==> config.mk <==
export PLATFORM = sky130hd
export DESIGN_NAME = obi_req_gen
export DESIGN_NICKNAME = d
export VERILOG_FILES = /design/src/rtl/obi_req_gen.sv
export SDC_FILE = /design/constraint.sdc
export NUM_CORES = 1
export LEC_CHECK = 0
export ABC_AREA = 1
export CORE_MARGIN = 2
export CORE_UTILIZATION = 45
export DETAILED_ROUTE_END_ITERATION = 8
export PLACE_DENSITY = 0.72
export SYNTH_ARGS = -nofsm -noshare
export SYNTH_HDL_FRONTEND = slang
export SYNTH_SLANG_ARGS = --single-unit
==> constraint.sdc <==
create_clock -name clk_i -period 6.7 [get_ports clk_i]
set_clock_uncertainty 0.15 [all_clocks]
set_input_delay 1.34 -clock clk_i [delete_from_list [all_inputs] [get_ports clk_i]]
set_output_delay 1.34 -clock clk_i [all_outputs]
set_load 0.03 [all_outputs]
==> src/rtl/obi_req_gen.sv <==
// OBI data-side initiator: issues one request per command, tracks granted transactions in order,
// returns one registered response per rvalid and flags responder protocol violations.
// Optional pre-request random idle cycles are enabled by defining OBI_REQ_RAND_DELAY_EN.
module obi_req_gen #(
    parameter int DW        = 32,
    parameter int MAX_OUTST = 4
) (
    input  logic          clk_i,
    input  logic          rst_ni,
    input  logic [3:0]    REQ_WMAX,
    // command port
    input  logic          cmd_valid,
    output logic          cmd_ready,
    input  logic          cmd_we,
    input  logic [3:0]    cmd_be,
    input  logic          cmd_is_cap,
    input  logic [31:0]   cmd_addr,
    input  logic [DW-1:0] cmd_wdata,
    input  logic [7:0]    cmd_flag,
    // OBI request channel
    output logic          data_req,
    output logic          data_we,
    output logic [3:0]    data_be,
    output logic          data_is_cap,
    output logic [31:0]   data_addr,
    output logic [DW-1:0] data_wdata,
    output logic [7:0]    data_flag,
    input  logic          data_gnt,
    // OBI response channel
    input  logic          data_rvalid,
    input  logic [DW-1:0] data_rdata,
    input  logic          data_err,
    // response port
    output logic          rsp_valid,
    output logic          rsp_we,
    output logic [7:0]    rsp_flag,
    output logic [31:0]   rsp_addr,
    output logic [3:0]    rsp_be,
    output logic [DW-1:0] rsp_rdata,
    output logic          rsp_err,
    output logic [3:0]    outst_cnt,
    output logic          proto_err
);

    localparam int         PW    = (MAX_OUTST > 1) ? $clog2(MAX_OUTST) : 1;
    localparam logic [4:0] MAX_W = 5'(MAX_OUTST);

`ifdef OBI_REQ_RAND_DELAY_EN
    typedef enum logic [1:0] {IDLE, DELAY, REQ} state_t;
`else
    typedef enum logic [1:0] {IDLE, REQ} state_t;
`endif

    typedef struct packed {
        logic        we;
        logic [3:0]  be;
        logic [31:0] addr;
        logic [7:0]  flag;
    } trk_t;

    state_t      state;
    trk_t        fifo_mem [MAX_OUTST];
    trk_t        head;
    logic [PW:0] wr_ptr;
    logic [PW:0] rd_ptr;
    logic        fifo_empty;
    logic        grant;
    logic        accept;
    logic        pop;
    logic [4:0]  cnt_inc;
    logic [4:0]  cnt_next;

    assign grant      = data_req && data_gnt;
    assign fifo_empty = (wr_ptr == rd_ptr);
    assign pop        = data_rvalid && !fifo_empty;
    assign head       = fifo_mem[rd_ptr[PW-1:0]];

    // Only the grant is credited; an rvalid in the same cycle frees a slot one cycle later.
    assign cnt_inc   = {1'b0, outst_cnt} + {4'b0, grant};
    assign cnt_next  = cnt_inc - {4'b0, pop};
    assign cmd_ready = ((state == IDLE) || ((state == REQ) && data_gnt)) && (cnt_inc < MAX_W);
    assign accept    = cmd_valid && cmd_ready;

`ifdef OBI_REQ_RAND_DELAY_EN
    logic [15:0] lfsr;
    logic [3:0]  delay_cnt;
    logic [3:0]  rand_wait;

    assign rand_wait = 4'(lfsr[7:0] % ({4'b0, REQ_WMAX} + 8'd1));
`else
    logic unused_wmax;
    assign unused_wmax = ^REQ_WMAX;
`endif

    // NOTE: all state is registered with non-blocking assignments so every block samples pre-edge values.
    always_ff @(posedge clk_i) begin
        if (!rst_ni) begin
            state       <= IDLE;
            data_req    <= 1'b0;
            data_we     <= 1'b0;
            data_be     <= '0;
            data_is_cap <= 1'b0;
            data_addr   <= '0;
            data_wdata  <= '0;
            data_flag   <= '0;
`ifdef OBI_REQ_RAND_DELAY_EN
            lfsr        <= 16'hACE1;
            delay_cnt   <= '0;
`endif
        end else begin
            if (accept) begin
                data_we     <= cmd_we;
                data_be     <= cmd_be;
                data_is_cap <= cmd_is_cap;
                data_addr   <= cmd_addr;
                data_wdata  <= cmd_wdata;
                data_flag   <= cmd_flag;
            end
`ifdef OBI_REQ_RAND_DELAY_EN
            lfsr <= {lfsr[14:0], lfsr[15] ^ lfsr[13] ^ lfsr[12] ^ lfsr[10]};
            if (accept) begin
                if (rand_wait == 4'd0) begin
                    state    <= REQ;
                    data_req <= 1'b1;
                end else begin
                    state     <= DELAY;
                    data_req  <= 1'b0;
                    delay_cnt <= rand_wait;
                end
            end else begin
                case (state)
                    DELAY: begin
                        if (delay_cnt == 4'd1) begin
                            state    <= REQ;
                            data_req <= 1'b1;
                        end else begin
                            delay_cnt <= delay_cnt - 4'd1;
                        end
                    end
                    REQ: begin
                        if (data_gnt) begin
                            state    <= IDLE;
                            data_req <= 1'b0;
                        end
                    end
                    default: ;
                endcase
            end
`else
            if (accept) begin
                state    <= REQ;
                data_req <= 1'b1;
            end else if ((state == REQ) && data_gnt) begin
                state    <= IDLE;
                data_req <= 1'b0;
            end
`endif
        end
    end

    // NOTE: the tracking storage has no reset; the pointers alone decide which entries are valid.
    always_ff @(posedge clk_i) begin
        if (grant) begin
            fifo_mem[wr_ptr[PW-1:0]] <= '{we: data_we, be: data_be, addr: data_addr, flag: data_flag};
        end
    end

    always_ff @(posedge clk_i) begin
        if (!rst_ni) begin
            wr_ptr    <= '0;
            rd_ptr    <= '0;
            outst_cnt <= '0;
            rsp_valid <= 1'b0;
            rsp_we    <= 1'b0;
            rsp_flag  <= '0;
            rsp_addr  <= '0;
            rsp_be    <= '0;
            rsp_rdata <= '0;
            rsp_err   <= 1'b0;
            proto_err <= 1'b0;
        end else begin
            if (grant) wr_ptr <= wr_ptr + 1'b1;
            if (pop)   rd_ptr <= rd_ptr + 1'b1;
            outst_cnt <= cnt_next[3:0];
            rsp_valid <= pop;
            if (pop) begin
                rsp_we    <= head.we;
                rsp_flag  <= head.flag;
                rsp_addr  <= head.addr;
                rsp_be    <= head.be;
                rsp_rdata <= head.we ? '0 : data_rdata;
                rsp_err   <= data_err;
            end
            if ((data_gnt && !data_req) || (data_rvalid && fifo_empty) || (cnt_next > MAX_W)) begin
                proto_err <= 1'b1;
            end
        end
    end

endmodule

# Word level (Yosys, flattened, before mapping)
# Memory sizes are Yosys's and may differ from the RTL's. A register that Yosys moved wholly into a read port is not among the register bits.
# Index checks and enable logic that the tools add are counted.
[word_totals]
n_memories = 1
word_cells = 50
inputBits = 120
reg_bits = 170
ram_bits = 180
[op_classes]
magnitude_cmp = 2
reduce_logical = 14
n_eq_ne = 1
add_sub_neg = 4
mux = 9
[memory_table]
columns = ["memory", "words", "width", "read_ports", "rd_clocked_by_memory_dff", "write_ports", "line", "text"]
rows = [
  ["fifo_mem", 4, 45, 1, 1, 1, "62", "trk_t fifo_mem [MAX_OUTST];"],
]
[ops]
columns = ["cell", "count"]
rows = [
  ["32-bit two-way mux", 1],
  ["1-bit logical AND", 7],
  ["3-bit by 1-bit adder with 3-bit output, second input constant", 2],
  ["1-bit two-way mux", 6],
  ["4-bit by 1-bit adder with 5-bit output", 1],
  ["5-bit by 3-bit > comparator with 1-bit output, second input constant", 1],
  ["5-bit by 3-bit < comparator with 1-bit output, second input constant", 1],
  ["5-bit by 1-bit subtractor with 5-bit output", 1],
  ["2-bit two-way mux", 2],
  ["3-bit equality test", 1],
  ["1-bit logical OR", 3],
  ["1-bit zero test", 2],
  ["2-bit zero test", 1],
  ["2-bit nonzero test", 1],
]

# Logic depth before layout (Yosys ltp)
[depth]
depth_word = 6
ltp_mapped = 16
depth_no_buf = 15

# Least setup slack after synthesis
# No wires, ideal clock.
[synth_path]
path_type = "input to register"
from = "in data_gnt"
to = "reg wr_ptr[2]"
arrival_time_ps = 3839
path_buffers = 0
setup_slack_ps = 2628
setup_time_ps = 82
stages = 4
path_cell_list = "nand2_1 nor2_1 o21ai_0 a21oi_1"
[synth_via]
elab_chain_cells = 1
[synth_rtl]
columns = ["item", "line", "text"]
rows = [
  ["from (decl)", "28", "input logic data_gnt,"],
  ["1-bit logical AND", "73", "assign grant = data_req && data_gnt;"],
  ["to (signal assigned)", "182", "if (grant) wr_ptr <= wr_ptr + 1'b1;"],
  ["to (decl)", "64", "logic [PW:0] wr_ptr;"],
]
# No other way between the ends.
# A chain may end at the register's enable or synchronous reset.

# Worst setup path in the final report
[layout_path]
from = "in data_gnt"
to = "out cmd_ready"
[layout_via]
elab_chain_cells = 4
elab_cells_between_ends = 6
classes_between = "add/sub (1); order compare (1); reduce/logical (4)"
[layout_rtl]
columns = ["item", "line", "text"]
rows = [
  ["1-bit logical AND", "73", ""],
  ["named net grant", "67", "logic grant;"],
  ["4-bit by 1-bit adder with 5-bit output", "79", "assign cnt_inc = {1'b0, outst_cnt} + {4'b0, grant};"],
  ["5-bit by 3-bit < comparator with 1-bit output", "81", "assign cmd_ready = ((state == IDLE) || ((state == REQ) && data_gnt)) && (cnt_inc < MAX_W);"],
  ["1-bit logical AND", "81", ""],
  ["to (decl)", "13", "output logic cmd_ready,"],
]
# The timed path passes the listed nets, and every way through them passes these cells.

==> flow_metrics.py <==
metrics = {
    "run_status": {
        "outcome": "finished clean",
    },
    "power": {
        "p_leak_nw": 6.197,
        "power_per_cell_area_nw_per_um2": 387.0,
        "peakVddDrop_uv": 252.2,
    },
    "die": {
        "initial_utilization": 0.4583,
        "die_area_sq_um": 29810,
        "core_sq_um": 27930,
        "die_h_microns": 172.7,
        "ioPinCount": 284,
        "die_x_microns": 172.7,
        "num_rows": 61,
    },
    "cts": {
        "cts.clk_slew.worst_paths_ns": 0.05,
        "clock_latency_ns": 0.51,
        "cts_tree": "done",
        "cts_setup_buffers": 0,
        "cts_max_level": 2,
        "cts_resized": 0,
        "root_buffer": "clkbuf_16",
        "cts_buffer_depth": 3,
        "clock-sinks": 351,
        "ctsHoldBuffers": 0,
        "numCtsBuffers": 38,
    },
    "critical_path": {
        "crit_type": "in -> out",
        "critPathLaunchType": "input port",
        "worstSetupStartpoint": "data_gnt",
        "r2r_setup_slack_ns": 3.09,
        "critPathCaptureType": "output port",
        "reg2reg_depth": 16,
        "cp.required_ns": 5.21,
        "crit_fanout": 9,
        "rr_startpoint": "wr_ptr[1]",
        "cp-endpoint": "cmd_ready",
        "r2r-end": "proto_err",
        "arrival_ns": 3.96,
    },
    "synthesis": {
        "synth_nets": 1365,
        "yosys_warnings": 0,
        "syn_area_sq_um": 12800,
        "ys_async_sr_fraction": 0,
        "synth-edff-count": 180,
        "syn_area_per_cell_sq_um": 10.36,
        "ys_seq_elements": 351,
        "ys.flop_type": "edfxtp_1",
        "seq_area_frac_synth": 0.6897,
        "post_synth_num_cell_types": 24,
        "netlist_instances": 1236,
    },
    "placement": {
        "port_buffers": 279,
        "place.gp.congestion": 0.8084,
        "dp.cells": 1824,
        "dp_hpwl_microns": 18640,
    },
    "cells_and_area": {
        "final_cell_mix": "nor2_1 (348), clkdlybuf4s50_1 (278), edfxtp_1 (180)",
        "finalNonFillerCells": 1895,
        "final_common_cell": "nor2_1",
        "layout-drive-gt1-share": 0.05343,
        "n_fill_cell": 2304,
        "area_growth_pct": 33.54,
        "register_area_sq_um": 8833,
        "multi_input_area_sq_um": 3567,
        "nets": 1615,
    },
    "sta": {
        "rsz0062_at_grt": "false",
        "setup_viol": 0,
        "slew_viol_final": 0,
        "tightest_slew_ns": 1.147,
        "fin_crit_sh": 0.8136,
        "clock.fmax_mhz": 183.4,
        "finalSetupTns_ns": 0,
        "slew_headroom": 0.2336,
        "period_needed_ns": 5.451,
        "hold_viol": 0,
    },
    "grt": {
        "grt_pass1_wl_microns": 50160,
        "grt_pass1_vias": 9622,
        "antenna_found_initial": 1,
        "overflow": 0,
        "grtUsageTotal": 0.2087,
        "grt_max_degree": 91,
    },
    "routing": {
        "vias_per_cell": 5.077,
        "ant_nets": 0,
        "wl_microns": 31630,
        "num_vias": 9621,
        "first_pass_iters": 5,
        "drc_errors": 0,
        "drtIter0Drc": 526,
        "wl_per_cell_microns": 16.69,
    },
    "job": {
        "maxCapViolCount": 0,
    },
    "min_path": {
        "hp-class": "reg -> reg",
    },
}
-- how the worst min path moves through the flow --
stage,startpoint,end,slack (ns),cells past startpoint
after floorplan,wr_ptr[2],wr_ptr[2],0.29,1
after global placement,wr_ptr[2],wr_ptr[2],0.31,1
after detailed placement,rsp_rdata[31],rsp_rdata[31],0.31,2
after CTS,rsp_rdata[31],rsp_rdata[31],0.32,2
after global routing,rsp_rdata[31],rsp_rdata[31],0.34,2
final,rsp_rdata[31],rsp_rdata[31],0.31,2
-- synth_stat cells (3+ instances only) --
cell type  number  share of area
inv_2           4         0.0012
nor2_1        352           0.10
inv_1          20         0.0059
o21ai_0       170          0.066
nand4_1         5         0.0024
ha_1            9         0.0088
o22ai_1        44          0.022
dfxtp_1       171           0.27
nand3_1        39          0.015
clkbuf_1       60          0.018
nand2_1        69          0.020
buf_2          16         0.0063
a21oi_1         8         0.0031
o21ai_1        78          0.030
edfxtp_1      180           0.42
buf_6           3         0.0026
-- registers in the layout, summed over array words and instances, names as in the netlist, named ones only --
register and count:
data_flag 8, rsp_valid 1, rsp_be 4, data_be 4
data_is_cap 1, proto_err 1, data_req 1, rd_ptr 3
outst_cnt 4, data_wdata 32, fifo_mem 180, rsp_flag 8
data_addr 32, rsp_err 1, rsp_addr 32, data_we 1
rsp_we 1, wr_ptr 3, rsp_rdata 32
-- metal layers --
| metal | GRT usage | wire, microns | share of wire |
|---|---|---|---|
| met4 | 0.07486 | 895 | 0.028 |
| met1 | 0.2501 | 13230 | 0.42 |
| met5 | 0 | 0 | 0 |
| met2 | 0.3583 | 14750 | 0.47 |
| met3 | 0.06157 | 2746 | 0.087 |
-- critical path, cell delays in order --
cell	delay [ns]
clkdlybuf4s50_1	0.43
nand2_1	0.43
inv_1	0.09
ha_1	0.25
ha_1	0.23
inv_1	0.08
nand2_1	0.05
nand2_1	0.15
nand3_2	0.11
nor2_4	0.12
clkdlybuf4s50_1	0.68
-- per-stage QoR --
step	hold WS (ns)	setup slack (ns)	instance area (sq um)	utilization	power, mW
after floorplan	0.2933	2.628	12800	-	3.887
after global placement	0.3057	1.293	15860	0.5676	4.586
after detailed placement	0.3099	1.281	15860	0.5676	4.622
after CTS	0.3186	1.263	17090	0.6119	6.670
after global routing	0.3443	1.094	17090	0.6119	6.933
final	0.3149	1.249	17100	0.6120	6.615
-- layout make-up --
class,instances,share of cell area
Multi-Input combinational cell,780,0.2087
Sequential cell,351,0.5167
Clock inverter,16,0.008856
Tap cell,378,0.02767
Timing Repair Buffer,291,0.1692
Antenna cell,1,0.0001464
Clock buffer,54,0.06346
Inverter,24,0.005270
-- power breakdown --
group	leakage, nW	internal (mW)	switching [mW]
registers	3.07	2.57	0.188
clock network	0.604	1.24	0.802
logic	2.53	0.657	1.15
-- logic make-up after synthesis --
kind of cell,share of synthesized area
and+or+nand+nor,0.1442
DFF,0.6897
xor gates and xnor gates,0.001369
adders and majority gates,0.008797
buffers and inverters,0.03441
AOI/OAI and AO/OA,0.1216
(Power assumes the default switching activity.)
==> RTL change 1 (same settings) <==
`MAX_OUTST`: 4 -> 8.
--- a/src/rtl/obi_req_gen.sv
+++ b/src/rtl/obi_req_gen.sv
@@ -3,7 +3,7 @@
 // Optional pre-request random idle cycles are enabled by defining OBI_REQ_RAND_DELAY_EN.
 module obi_req_gen #(
     parameter int DW        = 32,
-    parameter int MAX_OUTST = 4
+    parameter int MAX_OUTST = 8
 ) (
     input  logic          clk_i,
     input  logic          rst_ni,
Behaviour: same outputs for any inputs over 4 cycles, from zero or initial values and one cycle with rst_ni low; that may be too few to reach the edited logic, so the function may still have changed.
==> RTL change 1 against the unedited design <==
Sequential cell count rose by 183. Routed wire length grew 74%. Largest cell class unchanged. Highest routed layer is now met5. Global-route usage up 1.8 points. Sequential power increased by 41%. Worst setup slack better by 0.27 ns. Synthesized cell count rose by 60%. Final area grew 51%. Synthesized area up 63%. Clock power up 48%. Non-clock buffer count is 7 higher. Power is 28% higher.
==> RTL change 1: results (changes against the unedited design) <==
status: "finished, final reports clean"  # unchanged
ys_types: 25  # was 24
detailedPlacementHpwl_mm: 30.7  # was 18.6 mm
dpl_cell_area_um2: 23900  # was 15,900 µm²
path_max_fanout: 5  # was 9
cts_buffers: 54  # was 38
worstHoldEndpoint: "data_wdata[2]"  # was rsp_rdata[31]
grtUsageMet1_pct: 29.9  # was 25.0%
nets: 2325  # was 1,615
top_layer: "met5"  # was met4
p_comb_w: 0.00154  # was 0.00181 W
synth_edf_count: 360  # was 180
largest_reg_flops: 360  # was 180
grt_max_degree: 105  # was 91
grt_pass1_vias: 14796  # was 9,622
syn_nets: 2105  # was 1,365
vias_per_cell: 5.36  # was 5.08
max_slew.worst_pin.slew_ns: 1.19  # was 1.15 ns
critPathArrivalTime_ns: 3.70  # was 3.96 ns
synth_area_leaders: "edfxtp_1, dfxtp_1, nor2_1"  # unchanged
ys_seq_area_share_pct: 68.5  # was 69.0%
r2r_setup_slack_ns: 1.99  # was 3.09 ns
hold-worst-slack_ns: 0.310  # was 0.315 ns
synth_cells: 1979  # was 1,236
pwr-share-seq_pct: 46.0  # was 41.7%
final_cells: 2846  # was 1,895
met3_length_mm: 4.70  # was 2.75 mm
grt_pass1_wl_mm: 83.4  # was 50.2 mm
drt_iter0_markers: 1493  # was 526
layout-drive-gt1-share_pct: 5.52  # was 5.34%
use_met2_pct: 36.9  # was 35.8%
wl_met2_mm: 26.1  # was 14.8 mm
place_ws_ns: 1.52  # was 1.28 ns
power_switching_w: 0.00244  # was 0.00214 W
dp_cells: 2743  # was 1,824
clk_latency_ns: 0.61  # was 0.51 ns
p_leak_nw: 9.15  # was 6.20 nW
hp-start: "data_wdata[2]"  # was rsp_rdata[31]
==> RTL change 1: cell count changes after synthesis, moves of 44 or more <==
cell,change
edfxtp_1,+180
inv_1,+106
nand2_1,+61
a21oi_1,+203
nand3_1,+159
o21ai_0,+55
o21ai_1,-78
o22ai_1,-44
==> RTL change 1: final cells by class <==
class	instances	area, µm²
Antenna cell	1	2.50
Clock buffer	74	1500
Clock inverter	28	309
Fill cell	3709	19800
Inverter	133	507
Multi-Input combinational cell	1178	5440
Sequential cell	534	14300
Tap cell	600	751
Timing Repair Buffer	298	2930
==> RTL change 1: cell families after synthesis <==
kind of cell / count (synthesis) / synth area share [%]
AND/OR/NAND/NOR: 720 / 14.4
flip-flops: 534 / 68.5
AO/OA/AOI/OAI: 450 / 11.0
buffers and inverters: 267 / 5.66
adder cells (fa/ha/maj): 6 / 0.360
XOR/XNOR: 2 / 0.0840
==> RTL change 2 (same settings) <==
Without the edit above. Put one more register stage on the output `outst_cnt`, with the module's reset. The value now appears one clock later. The other outputs are not delayed to match.
--- a/src/rtl/obi_req_gen.sv
+++ b/src/rtl/obi_req_gen.sv
@@ -58,6 +58,8 @@
         logic [7:0]  flag;
     } trk_t;
 
+    logic [3:0] outst_cnt_s0;
+
     state_t      state;
     trk_t        fifo_mem [MAX_OUTST];
     trk_t        head;
@@ -76,7 +78,7 @@
     assign head       = fifo_mem[rd_ptr[PW-1:0]];
 
     // Only the grant is credited; an rvalid in the same cycle frees a slot one cycle later.
-    assign cnt_inc   = {1'b0, outst_cnt} + {4'b0, grant};
+    assign cnt_inc   = {1'b0, outst_cnt_s0} + {4'b0, grant};
     assign cnt_next  = cnt_inc - {4'b0, pop};
     assign cmd_ready = ((state == IDLE) || ((state == REQ) && data_gnt)) && (cnt_inc < MAX_W);
     assign accept    = cmd_valid && cmd_ready;
@@ -169,7 +171,7 @@
         if (!rst_ni) begin
             wr_ptr    <= '0;
             rd_ptr    <= '0;
-            outst_cnt <= '0;
+            outst_cnt_s0 <= '0;
             rsp_valid <= 1'b0;
             rsp_we    <= 1'b0;
             rsp_flag  <= '0;
@@ -181,7 +183,7 @@
         end else begin
             if (grant) wr_ptr <= wr_ptr + 1'b1;
             if (pop)   rd_ptr <= rd_ptr + 1'b1;
-            outst_cnt <= cnt_next[3:0];
+            outst_cnt_s0 <= cnt_next[3:0];
             rsp_valid <= pop;
             if (pop) begin
                 rsp_we    <= head.we;
@@ -197,5 +199,13 @@
         end
     end
 
+    always_ff @(posedge clk_i) begin
+        if (!rst_ni) begin
+            outst_cnt <= '0;
+        end else begin
+            outst_cnt <= outst_cnt_s0;
+        end
+    end
+
 endmodule
 
Behaviour: not the same (Yosys sat finds a counterexample within 4 cycles, from zero or initial values and one cycle with rst_ni low).
==> RTL change 2 against the unedited design <==
Sequential share of layout area is 1.1 points lower. Synthesized area is 5.1% higher. Global-route usage is 0.82 points lower. Final area is 3.1% higher. Count of clock-buffer cells in the layout is 4 higher. Sequential cell count is 4 higher. Routed wire length hardly changed. Power hardly changed. Worst setup slack better by 0.088 ns. Hold slack worse by 0.015 ns. Cell count is 9.2% higher. Critical endpoint unchanged.
==> RTL change 2: results (changes against the unedited design) <==
grtUsageMet3_pct: 4.75  # was 6.16%
vias_per_cell: 4.92  # was 5.08
wl_met1_mm: 13.5  # was 13.2 mm
cts.path.max_buffers: 3  # unchanged
max_slew_margin_pct: 19.3  # was 23.4%
gp_congestion: 0.731  # was 0.808
path_max_fanout: 9  # unchanged
detailedPlacementHpwl_mm: 18.4  # was 18.6 mm
post_drt_wl_per_cell_um: 15.3  # was 16.7 µm
path_clk_slew_ns: 0.06
crit_path_max_incr_delay_ns: 0.71  # was 0.68 ns
clk_latency_ns: 0.51  # about the same
drt_iter0_markers: 672  # was 526
grt_pass1_wl_mm: 50.4  # was 50.2 mm
cts-htree-levels: 2  # unchanged
use_met2_pct: 35.5  # was 35.8%
layout-drive-gt1-share_pct: 4.71  # was 5.34%
grt_pass1_vias: 9945  # was 9,622
wl_met2_mm: 15.3  # was 14.8 mm
synthTopCellsByCount: "nor2_1, nand2_1, edfxtp_1"  # was nor2_1, edfxtp_1, dfxtp_1
async_flop_share_pct: 0  # unchanged
cts_setup_buffers: 0  # unchanged
min_path_type: "reg -> reg"  # unchanged
synth_xor_area_share_pct: 0.130  # was 0.137%
top_layer: "met4"  # unchanged
vdd_drop_max_uv: 246  # was 252 µV
p_leak_nw: 6.89  # was 6.20 nW
nets: 1780  # was 1,615
ctsResizeCount: 0  # unchanged
io_buffers: 279  # unchanged
status: "finished, final reports clean"  # unchanged
cts_buffers: 38  # unchanged
synthAdderAreaFrac_pct: 0.837  # was 0.880%
cts-root-buf: "clkbuf_16"  # unchanged
synth_area_leaders: "edfxtp_1, dfxtp_1, nor2_1"  # unchanged
synthMuxAreaShare_pct: 0  # unchanged
antenna_cells: 0  # was 1
ys_seq_area_share_pct: 66.2  # was 69.0%
syn_nets: 1535  # was 1,365
grtUsageMet1_pct: 24.6  # was 25.0%
yosysWarnings: 0  # unchanged
grt_max_degree: 107  # was 91
cpMaxStageDelayCell: "clkdlybuf4s50_1"  # unchanged
grtUsageTotal_pct: 20.0  # was 20.9%
drt_pre_antenna_iters: 5  # unchanged
largest_reg_flops: 180  # unchanged
critPathArrivalTime_ns: 3.87  # was 3.96 ns
synth_edf_count: 180  # unchanged
antenna_found_initial: 0  # was 1
worst_path_dominant_cell_family: "buffers and inverters"  # unchanged
met3_length_mm: 2.44  # was 2.75 mm
ys_types: 24  # unchanged
synth_compound_area_share_pct: 8.67  # was 12.2%
## RTL change 2: cell families (layout without fill, tap and decap cells)
family                   Yosys count  after routing
XOR/XNOR                           2              2
flip-flops                       355            355
AO/OA/AOI/OAI                    222            222
buffers and inverters            188            461
AND/OR/NAND/NOR                  630            630
adder cells (fa/ha/maj)            9              9
## RTL change 2: final timing paths
check / from / end / cells past startpoint / slack [ns]
max reg2reg: wr_ptr[1] / rsp_rdata[10] / 9 / 3.22
max: data_gnt / cmd_ready / 9 / 1.34
min reg2reg: outst_cnt_s0[0] / outst_cnt[0] / 2 / 0.30
min: outst_cnt_s0[0] / outst_cnt[0] / 2 / 0.30
## RTL change 2: layout make-up
| cell class | count | area [µm²] |
|---|---|---|
| flip-flops and latches | 355 | 8910 |
| multi-input cells | 863 | 3770 |
| clock inverters | 10 | 52.6 |
| well taps | 390 | 488 |
| fillers | 2477 | 11900 |
| repair buffers | 288 | 2870 |
| inverters | 105 | 394 |
| clock buffers | 58 | 1130 |
## RTL change 2: where the power goes
group          internal (W)  switching, W
logic              0.000680       0.00115
clock network       0.00116      0.000797
registers           0.00260      0.000224
## RTL change 2: tightest hold or removal path: stages (launching register included)
cell     delay, ns
dfxtp_1       0.31
nand2_1       0.07
inv_1         0.03
## RTL change 2: metrics by stage
step	instance area, µm²	total power [W]	cells	setup WS [ns]
final	17600	0.00662	2069	1.34
after CTS	17600	0.00669	2069	1.33
after global placement	16400	0.00468	2001	1.33
after floorplan	13400	0.00401	1406	2.32
after global routing	17600	0.00698	2069	1.17
after detailed placement	16400	0.00472	2001	1.34
